[src/rtl/adc733_pkg.sv]
// Shared definitions for the ADC733 frame controller: FSM encodings, default
// frame geometry and the packed sample format stored in the FIFO.
package adc733_pkg;
  localparam int NUM_CH_DEF    = 6;
  localparam int CFG_WORDS_DEF = 9;

  typedef enum logic [1:0] {
    ST_IDLE      = 2'd0,
    ST_CONFIG    = 2'd1,
    ST_WAIT_MODE = 2'd2,
    ST_RUN       = 2'd3
  } state_t;

  typedef struct packed {
    logic [2:0]  ch;
    logic [15:0] data;
  } sample_t;

  localparam int SAMPLE_W = $bits(sample_t);
endpackage

[src/rtl/adc733_sfifo.sv]
// Sample FIFO: fall-through head, push accepted when full only if a pop
// happens in the same cycle. DEPTH must be a power of 2, at least 2.
module adc733_sfifo #(
  parameter int WIDTH = 19,
  parameter int DEPTH = 8
) (
  input  logic             SCLK,
  input  logic             rst_l,
  input  logic             push,
  input  logic             pop,
  input  logic [WIDTH-1:0] wdata,
  output logic [WIDTH-1:0] rdata,
  output logic             full,
  output logic             empty
);
  localparam int AW = $clog2(DEPTH);

  logic [WIDTH-1:0] mem [DEPTH];
  logic [AW:0]      wptr, rptr;
  logic             do_push, do_pop;

  // Extra pointer MSB distinguishes full from empty when the indices match.
  assign empty   = (wptr == rptr);
  assign full    = (wptr[AW] != rptr[AW]) && (wptr[AW-1:0] == rptr[AW-1:0]);
  assign do_pop  = pop && !empty;
  assign do_push = push && (!full || do_pop);
  assign rdata   = mem[rptr[AW-1:0]];

  always_ff @(posedge SCLK or negedge rst_l) begin
    if (!rst_l) begin
      wptr <= '0;
      rptr <= '0;
    end else begin
      if (do_push) wptr <= wptr + 1'b1;
      if (do_pop)  rptr <= rptr + 1'b1;
    end
  end

  always_ff @(posedge SCLK) begin
    if (do_push) mem[wptr[AW-1:0]] <= wdata;
  end
endmodule

[src/rtl/adc733_frame_ctrl.sv]
// ADC733 frame controller: streams a configuration table to the serial port,
// then generates periodic frame syncs and buffers captured samples.
module adc733_frame_ctrl
  import adc733_pkg::*;
#(
  parameter int NUM_CH     = NUM_CH_DEF,
  parameter int CFG_WORDS  = CFG_WORDS_DEF,
  parameter int FIFO_DEPTH = 8
) (
  input  logic        SCLK,
  input  logic        rst_l,
  input  logic        start,
  input  logic        stop,
  input  logic        cfg_we,
  input  logic [3:0]  cfg_addr,
  input  logic [15:0] cfg_data,
  input  logic [15:0] sync_period,
  input  logic        word_sent,
  input  logic        operation_mode,
  input  logic        rd_en,
  input  logic [2:0]  channel,
  input  logic [15:0] captured_data,
  output logic [15:0] control_word,
  output logic        sync,
  output logic        out_valid,
  input  logic        out_ready,
  output logic [15:0] out_data,
  output logic [2:0]  out_ch,
  output logic        out_last,
  output logic        cfg_done,
  output logic        overflow,
  output logic [1:0]  state_o
);
  localparam logic [3:0] LAST_IDX = 4'(CFG_WORDS - 1);
  localparam logic [2:0] LAST_CH  = 3'(NUM_CH - 1);

  state_t        state;
  logic [3:0]    idx;
  logic [15:0]   cnt;
  logic [15:0]   tbl [CFG_WORDS];
  logic          fifo_push, fifo_pop, fifo_full, fifo_empty;
  sample_t       head, in_smp;

  assign state_o      = state;
  assign control_word = (state == ST_CONFIG) ? tbl[idx] : 16'h0000;

  always_ff @(posedge SCLK or negedge rst_l) begin
    if (!rst_l) begin
      for (int i = 0; i < CFG_WORDS; i++) tbl[i] <= 16'h0000;
    end else if (state == ST_IDLE && cfg_we && cfg_addr <= LAST_IDX) begin
      tbl[cfg_addr] <= cfg_data;
    end
  end

  // stop has priority over every other transition, including start in IDLE.
  always_ff @(posedge SCLK or negedge rst_l) begin
    if (!rst_l) begin
      state    <= ST_IDLE;
      idx      <= '0;
      cnt      <= '0;
      sync     <= 1'b0;
      cfg_done <= 1'b0;
    end else if (stop) begin
      state    <= ST_IDLE;
      sync     <= 1'b0;
      cfg_done <= 1'b0;
    end else begin
      sync <= 1'b0;
      case (state)
        ST_IDLE: if (start) begin
          state    <= ST_CONFIG;
          idx      <= '0;
          cfg_done <= 1'b0;
        end
        ST_CONFIG: if (word_sent) begin
          if (idx == LAST_IDX) begin
            state    <= ST_WAIT_MODE;
            cfg_done <= 1'b1;
          end else begin
            idx <= idx + 4'd1;
          end
        end
        ST_WAIT_MODE: if (operation_mode) begin
          state <= ST_RUN;
          cnt   <= '0;
        end
        ST_RUN: begin
          if (!operation_mode) begin
            state <= ST_WAIT_MODE;
          end else if (sync_period != 16'd0) begin
            // Pulse lands sync_period edges after RUN entry, then every period.
            if (cnt >= sync_period - 16'd1) begin
              cnt  <= '0;
              sync <= 1'b1;
            end else begin
              cnt <= cnt + 16'd1;
            end
          end
        end
        default: state <= ST_IDLE;
      endcase
    end
  end

  assign fifo_push = rd_en && (state == ST_RUN);
  assign fifo_pop  = out_valid && out_ready;
  assign in_smp    = '{ch: channel, data: captured_data};

  always_ff @(posedge SCLK or negedge rst_l) begin
    if (!rst_l)                               overflow <= 1'b0;
    else if (state == ST_IDLE && start && !stop) overflow <= 1'b0;
    else if (fifo_push && fifo_full && !fifo_pop) overflow <= 1'b1;
  end

  adc733_sfifo #(.WIDTH(SAMPLE_W), .DEPTH(FIFO_DEPTH)) u_sfifo (
    .SCLK  (SCLK),
    .rst_l (rst_l),
    .push  (fifo_push),
    .pop   (fifo_pop),
    .wdata (in_smp),
    .rdata (head),
    .full  (fifo_full),
    .empty (fifo_empty)
  );

  assign out_valid = !fifo_empty;
  assign out_data  = out_valid ? head.data : 16'h0000;
  assign out_ch    = out_valid ? head.ch   : 3'd0;
  assign out_last  = out_valid && (head.ch == LAST_CH);
endmodule
[config.mk]
export PLATFORM = sky130hd
export DESIGN_NAME = adc733_frame_ctrl
export DESIGN_NICKNAME = d
export VERILOG_FILES = /design/src/rtl/adc733_pkg.sv /design/src/rtl/adc733_sfifo.sv /design/src/rtl/adc733_frame_ctrl.sv
export SDC_FILE = /design/constraint.sdc
export NUM_CORES = 1
export LEC_CHECK = 0
export CAP_MARGIN = 20
export CORE_ASPECT_RATIO = 1.5
export CORE_MARGIN = 10
export CORE_UTILIZATION = 45
export CTS_CLUSTER_DIAMETER = 80
export DETAILED_ROUTE_END_ITERATION = 6
export SLEW_MARGIN = 20
export SYNTH_ARGS = -nofsm -noshare
export SYNTH_HDL_FRONTEND = slang
export SYNTH_SLANG_ARGS = --single-unit
[constraint.sdc]
create_clock -name SCLK -period 8.56 [get_ports SCLK]
set_input_delay 0.856 -clock SCLK [delete_from_list [all_inputs] [get_ports SCLK]]
set_output_delay 0.856 -clock SCLK [all_outputs]
set_load 0.1 [all_outputs]
==> summary by stage <==
Synthesis
After synthesis, the mean cell area works out to 15.6 um2. The register bit count reported by yosys is 329. The synthesized netlist cell count is 943.

Counting flops with a built-in enable in the synthesized netlist gives 152. In the synthesized netlist the dominant register cell turns out to be sky130_fd_sc_hd__dfrtp_1. The synthesized net count is 1,029. After synthesis the cells add up to 14,700 um2. The Yosys step of the flow raised 0 warnings. The share of synthesized area occupied by flip-flops and latches is 0.612. Counting distinct cell types in the post-synthesis netlist gives 50. In the synthesized netlist the async set-or-reset flop fraction comes to 0.538.

Power and ir drop
Power spread over the standard cell area amounts to 295 nW/um2. VDD sags by at most 390 uV. In this run the static leakage power is 6.71 nW.

Worst setup path
By startpoint and endpoint, the worst setup path is classified as in -> reg. The peak per-stage delay on the critical path is 0.62 ns. The origin of the worst setup path is sync_period[0]. Across all register-to-register paths, the minimum setup slack is 5.47 ns. The endpoint identified for the worst register-to-register timing path is cnt[0]. The signal on the critical path passes through clkdlybuf4s50_1, inv_1, ha_1, or4b_1, or4_4, nor3_4, nand2_1, xor2_1, ha_1, nand4_1, nor3_1, a211oi_1, nand4_1, nor2_4, mux2_2.

Counting cells, the worst reg-to-reg path comes to 7. The startpoint of the worst register-to-register path is cnt[1]. For the worst setup path, the data arrival time is 5.29 ns. Data on the critical path is required at its endpoint by 9.01 ns. STA classifies the critical path startpoint as a primary input. The top fanout value on the critical path is 17. The worst setup path is captured at a flop.

On the critical path, the stage with the largest delay is an instance of sky130_fd_sc_hd__nand4_1. The dominant delay contributor by cell family on the critical path is simple AND/OR/NAND/NOR gates. The number of buffer and inverter stages on the critical path is 2.

Timing
The total of endpoints with negative setup slack in the final report is 0. Dividing the final minimum period by the clock period gives 0.566. Derived from the worst setup path, the maximum achievable clock frequency is 206 MHz. Setup repair after global routing left no endpoint under its margin.

The number of pins exceeding their max-slew limit in the final report is 0. The setup TNS after final layout is 0 ns. In the post-route analysis, the smallest setup slack over all paths is 3.72 ns. After layout, the minimum clock period comes to 4.84 ns. Between clock sinks in the finished design, the worst skew comes to 0.0181 ns. For the pin with the worst max-slew slack, the measured transition is 0.988 ns.

The total count of hold-check failures in the final report was 0. The worst pin sits at a relative slew slack of 0.339.

Final layout
The number of antenna diodes in the final layout is 0. The number of nets in the finished design is 1,147. The final instance area is 17,400 um2. The filler-free cell count of the finished design is 1,499. In the layout the commonest cells are sky130_fd_sc_hd__dfrtp_1 (175), sky130_fd_sc_hd__edfxtp_1 (152), sky130_fd_sc_hd__mux2_2 (147), sky130_fd_sc_hd__clkdlybuf4s50_1 (104), sky130_fd_sc_hd__nor2_1 (78). Relative to the synthesized area, the layout overhead comes to 18.6%. The fraction of final layout cells sized beyond drive strength 1 is 0.293.

Leaving out fill and tap cells, the most frequent cell in the layout is sky130_fd_sc_hd__dfrtp_1.

GRT
Entering global routing, the biggest net connects 102 pins. The global routing met1 resource utilization is 0.189. For met3 alone, demand over resource in global routing was 0.0313. The global route total overflow is 0. The most congested layer reported by global routing is met2. The number of antenna violations at the first check in global routing is 1. For met2 alone, demand over resource in global routing was 0.295. The first global-routing pass estimated 51.6 mm of wire.

The number of global-route vias before repair is 9,059. The overall routing resource usage is 0.162.

Routing
Summing over every cut layer, the via total after detailed routing is 8,333. The detailed-route wire length is 32.4 mm. The final routed wire length divided by cell count is 21.6 um. The post-detailed-route count of antenna-violating nets is 0. After detailed routing, the number of remaining DRC violations is 0. The per-cell via count in the routed design is 5.56.

The violation count after the first detailed-route iteration is 419. The total iterations of the first detailed-routing run is 5.

Clock tree
The quantity of gates resized following cts is 0. The TritonCTS sink count is 329. The clock-pin slew on the worst setup and hold paths is 0.06 ns.

The number of buffers added by the clock tree synthesis step is 34. The maximum level of the CTS H-tree is 2. The post-CTS setup buffer count is 0. The worst-case clock buffer depth is 3. For this design, the CTS-stage hold fixing added 0 buffers. The TritonCTS clock tree is built. Clock latency on the worst-skew pair, taken at its later pin, is 0.52 ns.

The tree is rooted in a sky130_fd_sc_hd__clkbuf_16.

Run
Across the run, the number of max-cap violations was 0.

Placed design
The number of port buffers is 105. The number of placed instances, taps included, is 1,440. The cell area after placement is 16,300 um2. The routability-driven placement congestion ratio is 0.753.

Timing analysis after detailed placement gives a worst setup slack of 3.20 ns. The HPWL after detailed placement is 19.4 mm.

Status
The flow ran to the end, and the final reports show no timing, DRC or antenna violations.

Floorplanning
The starting utilization of the core area is 0.453. After floorplanning, the core was sized to cover 32,400 um2. During I/O placement, the number of pins put on the boundary was 106. The die covers 40,500 um2. The die is 241 um tall.

The floorplan has 81 rows. In this run the horizontal extent of the chip is 168 um.

Hold path
The kind of path behind the tightest hold check is in -> async.
## synthesized netlist by cell type, types with 3 or more instances
master,n,area (um2)
sky130_fd_sc_hd__and2_1,3,18.8
sky130_fd_sc_hd__and4_1,3,26.3
sky130_fd_sc_hd__a31oi_1,3,18.8
sky130_fd_sc_hd__buf_2,10,50.1
sky130_fd_sc_hd__nor3_1,12,60.1
sky130_fd_sc_hd__xnor2_1,16,140
sky130_fd_sc_hd__or3_1,5,31.3
sky130_fd_sc_hd__nand2b_1,4,25.0
sky130_fd_sc_hd__o21ai_0,21,105
sky130_fd_sc_hd__nand3_1,6,30.0
sky130_fd_sc_hd__nand3b_1,3,22.5
sky130_fd_sc_hd__nor2_1,80,300
sky130_fd_sc_hd__nor3b_1,5,37.5
sky130_fd_sc_hd__nand2_1,23,86.3
sky130_fd_sc_hd__mux4_2,70,1580
sky130_fd_sc_hd__ha_1,22,275
sky130_fd_sc_hd__edfxtp_1,152,4560
sky130_fd_sc_hd__nor4_1,6,37.5
sky130_fd_sc_hd__dfrtp_1,177,4430
sky130_fd_sc_hd__nor2b_1,11,68.8
sky130_fd_sc_hd__clkbuf_1,34,128
sky130_fd_sc_hd__a21oi_1,24,120
sky130_fd_sc_hd__and3_1,5,31.3
sky130_fd_sc_hd__nand4_1,4,25.0
sky130_fd_sc_hd__buf_1,4,15.0
sky130_fd_sc_hd__xor2_1,9,78.8
sky130_fd_sc_hd__a22o_1,13,114
sky130_fd_sc_hd__inv_1,11,41.3
sky130_fd_sc_hd__mux2_2,147,1660
sky130_fd_sc_hd__nor4b_1,4,35.0
sky130_fd_sc_hd__mux2i_1,36,360
## routing by layer
layer	routed length (um)	vias to the layer above	share of wire
met3	1220	49	0.038
met1	13400	4341	0.41
met5	13	-	0.00040
li1	-	3807	-
met2	17100	134	0.53
met4	671	2	0.021
## metrics by stage
| step | power (W) | util | hold slack [ns] |
|---|---|---|---|
| 6_report | 0.00514 | 0.538 | 0.440 |
| 5_1_grt | 0.00539 | 0.538 | 0.508 |
| 4_1_cts | 0.00522 | 0.538 | 0.480 |
| 3_5_place_dp | 0.00375 | 0.504 | 0.485 |
| 3_3_place_gp | 0.00374 | 0.504 | 0.479 |
| 2_1_floorplan | 0.00331 | - | 0.462 |
## worst reg2reg max path: stages, from the launching register on
cell	delay [ns]
sky130_fd_sc_hd__dfrtp_1	0.42
sky130_fd_sc_hd__ha_1	0.32
sky130_fd_sc_hd__nor2b_1	0.13
sky130_fd_sc_hd__o211a_1	0.21
sky130_fd_sc_hd__o311ai_0	0.48
sky130_fd_sc_hd__nand4_1	0.68
sky130_fd_sc_hd__nor2_4	0.57
sky130_fd_sc_hd__mux2_2	0.23
## registers in the layout, indices dropped and copies added (netlist names)
name / cells
overflow: 1
u_sfifo.wptr: 4
tbl: 144
sync: 1
idx: 4
state_o: 2
cnt: 16
u_sfifo.rptr: 4
cfg_done: 1
u_sfifo.mem: 152
## power breakdown
group / internal, W / switching [W] / leakage (nW) / total, W
sequential: 0.00183 / 0.0000823 / 3.61 / 0.00191
clock: 0.000858 / 0.000593 / 0.542 / 0.00145
combinational: 0.000642 / 0.00114 / 2.56 / 0.00179
## cell type report
cell class / instances / area [um2]
clock buffer: 45 / 973
clock inverter: 14 / 121
fill: 2746 / 15000
inverter: 11 / 41.3
multi-input combinational: 554 / 5540
sequential: 329 / 9000
tap: 415 / 519
timing repair buffer: 131 / 1250
## worst max path at each step
stage | endpoint | cells past startpoint
5_1_grt | cnt[0] | 15
3_5_place_dp | cnt[0] | 15
2_1_floorplan | out_last | 4
3_3_place_gp | cnt[0] | 15
4_1_cts | out_last | 5
6_report | cnt[0] | 15
## kinds of logic (layout without fill, tap and decap cells)
kind of cell / count (synthesis) / in the layout / synth area share
flops: 329 / 329 / 0.612
mux: 253 / 253 / 0.244
simple gates: 182 / 182 / 0.0627
compound gates: 72 / 72 / 0.0312
buf+inv: 60 / 201 / 0.0167
xor+xnor: 25 / 25 / 0.0149
fa+ha+maj: 22 / 22 / 0.0187
Note: power is estimated with default switching activity, not from simulation.
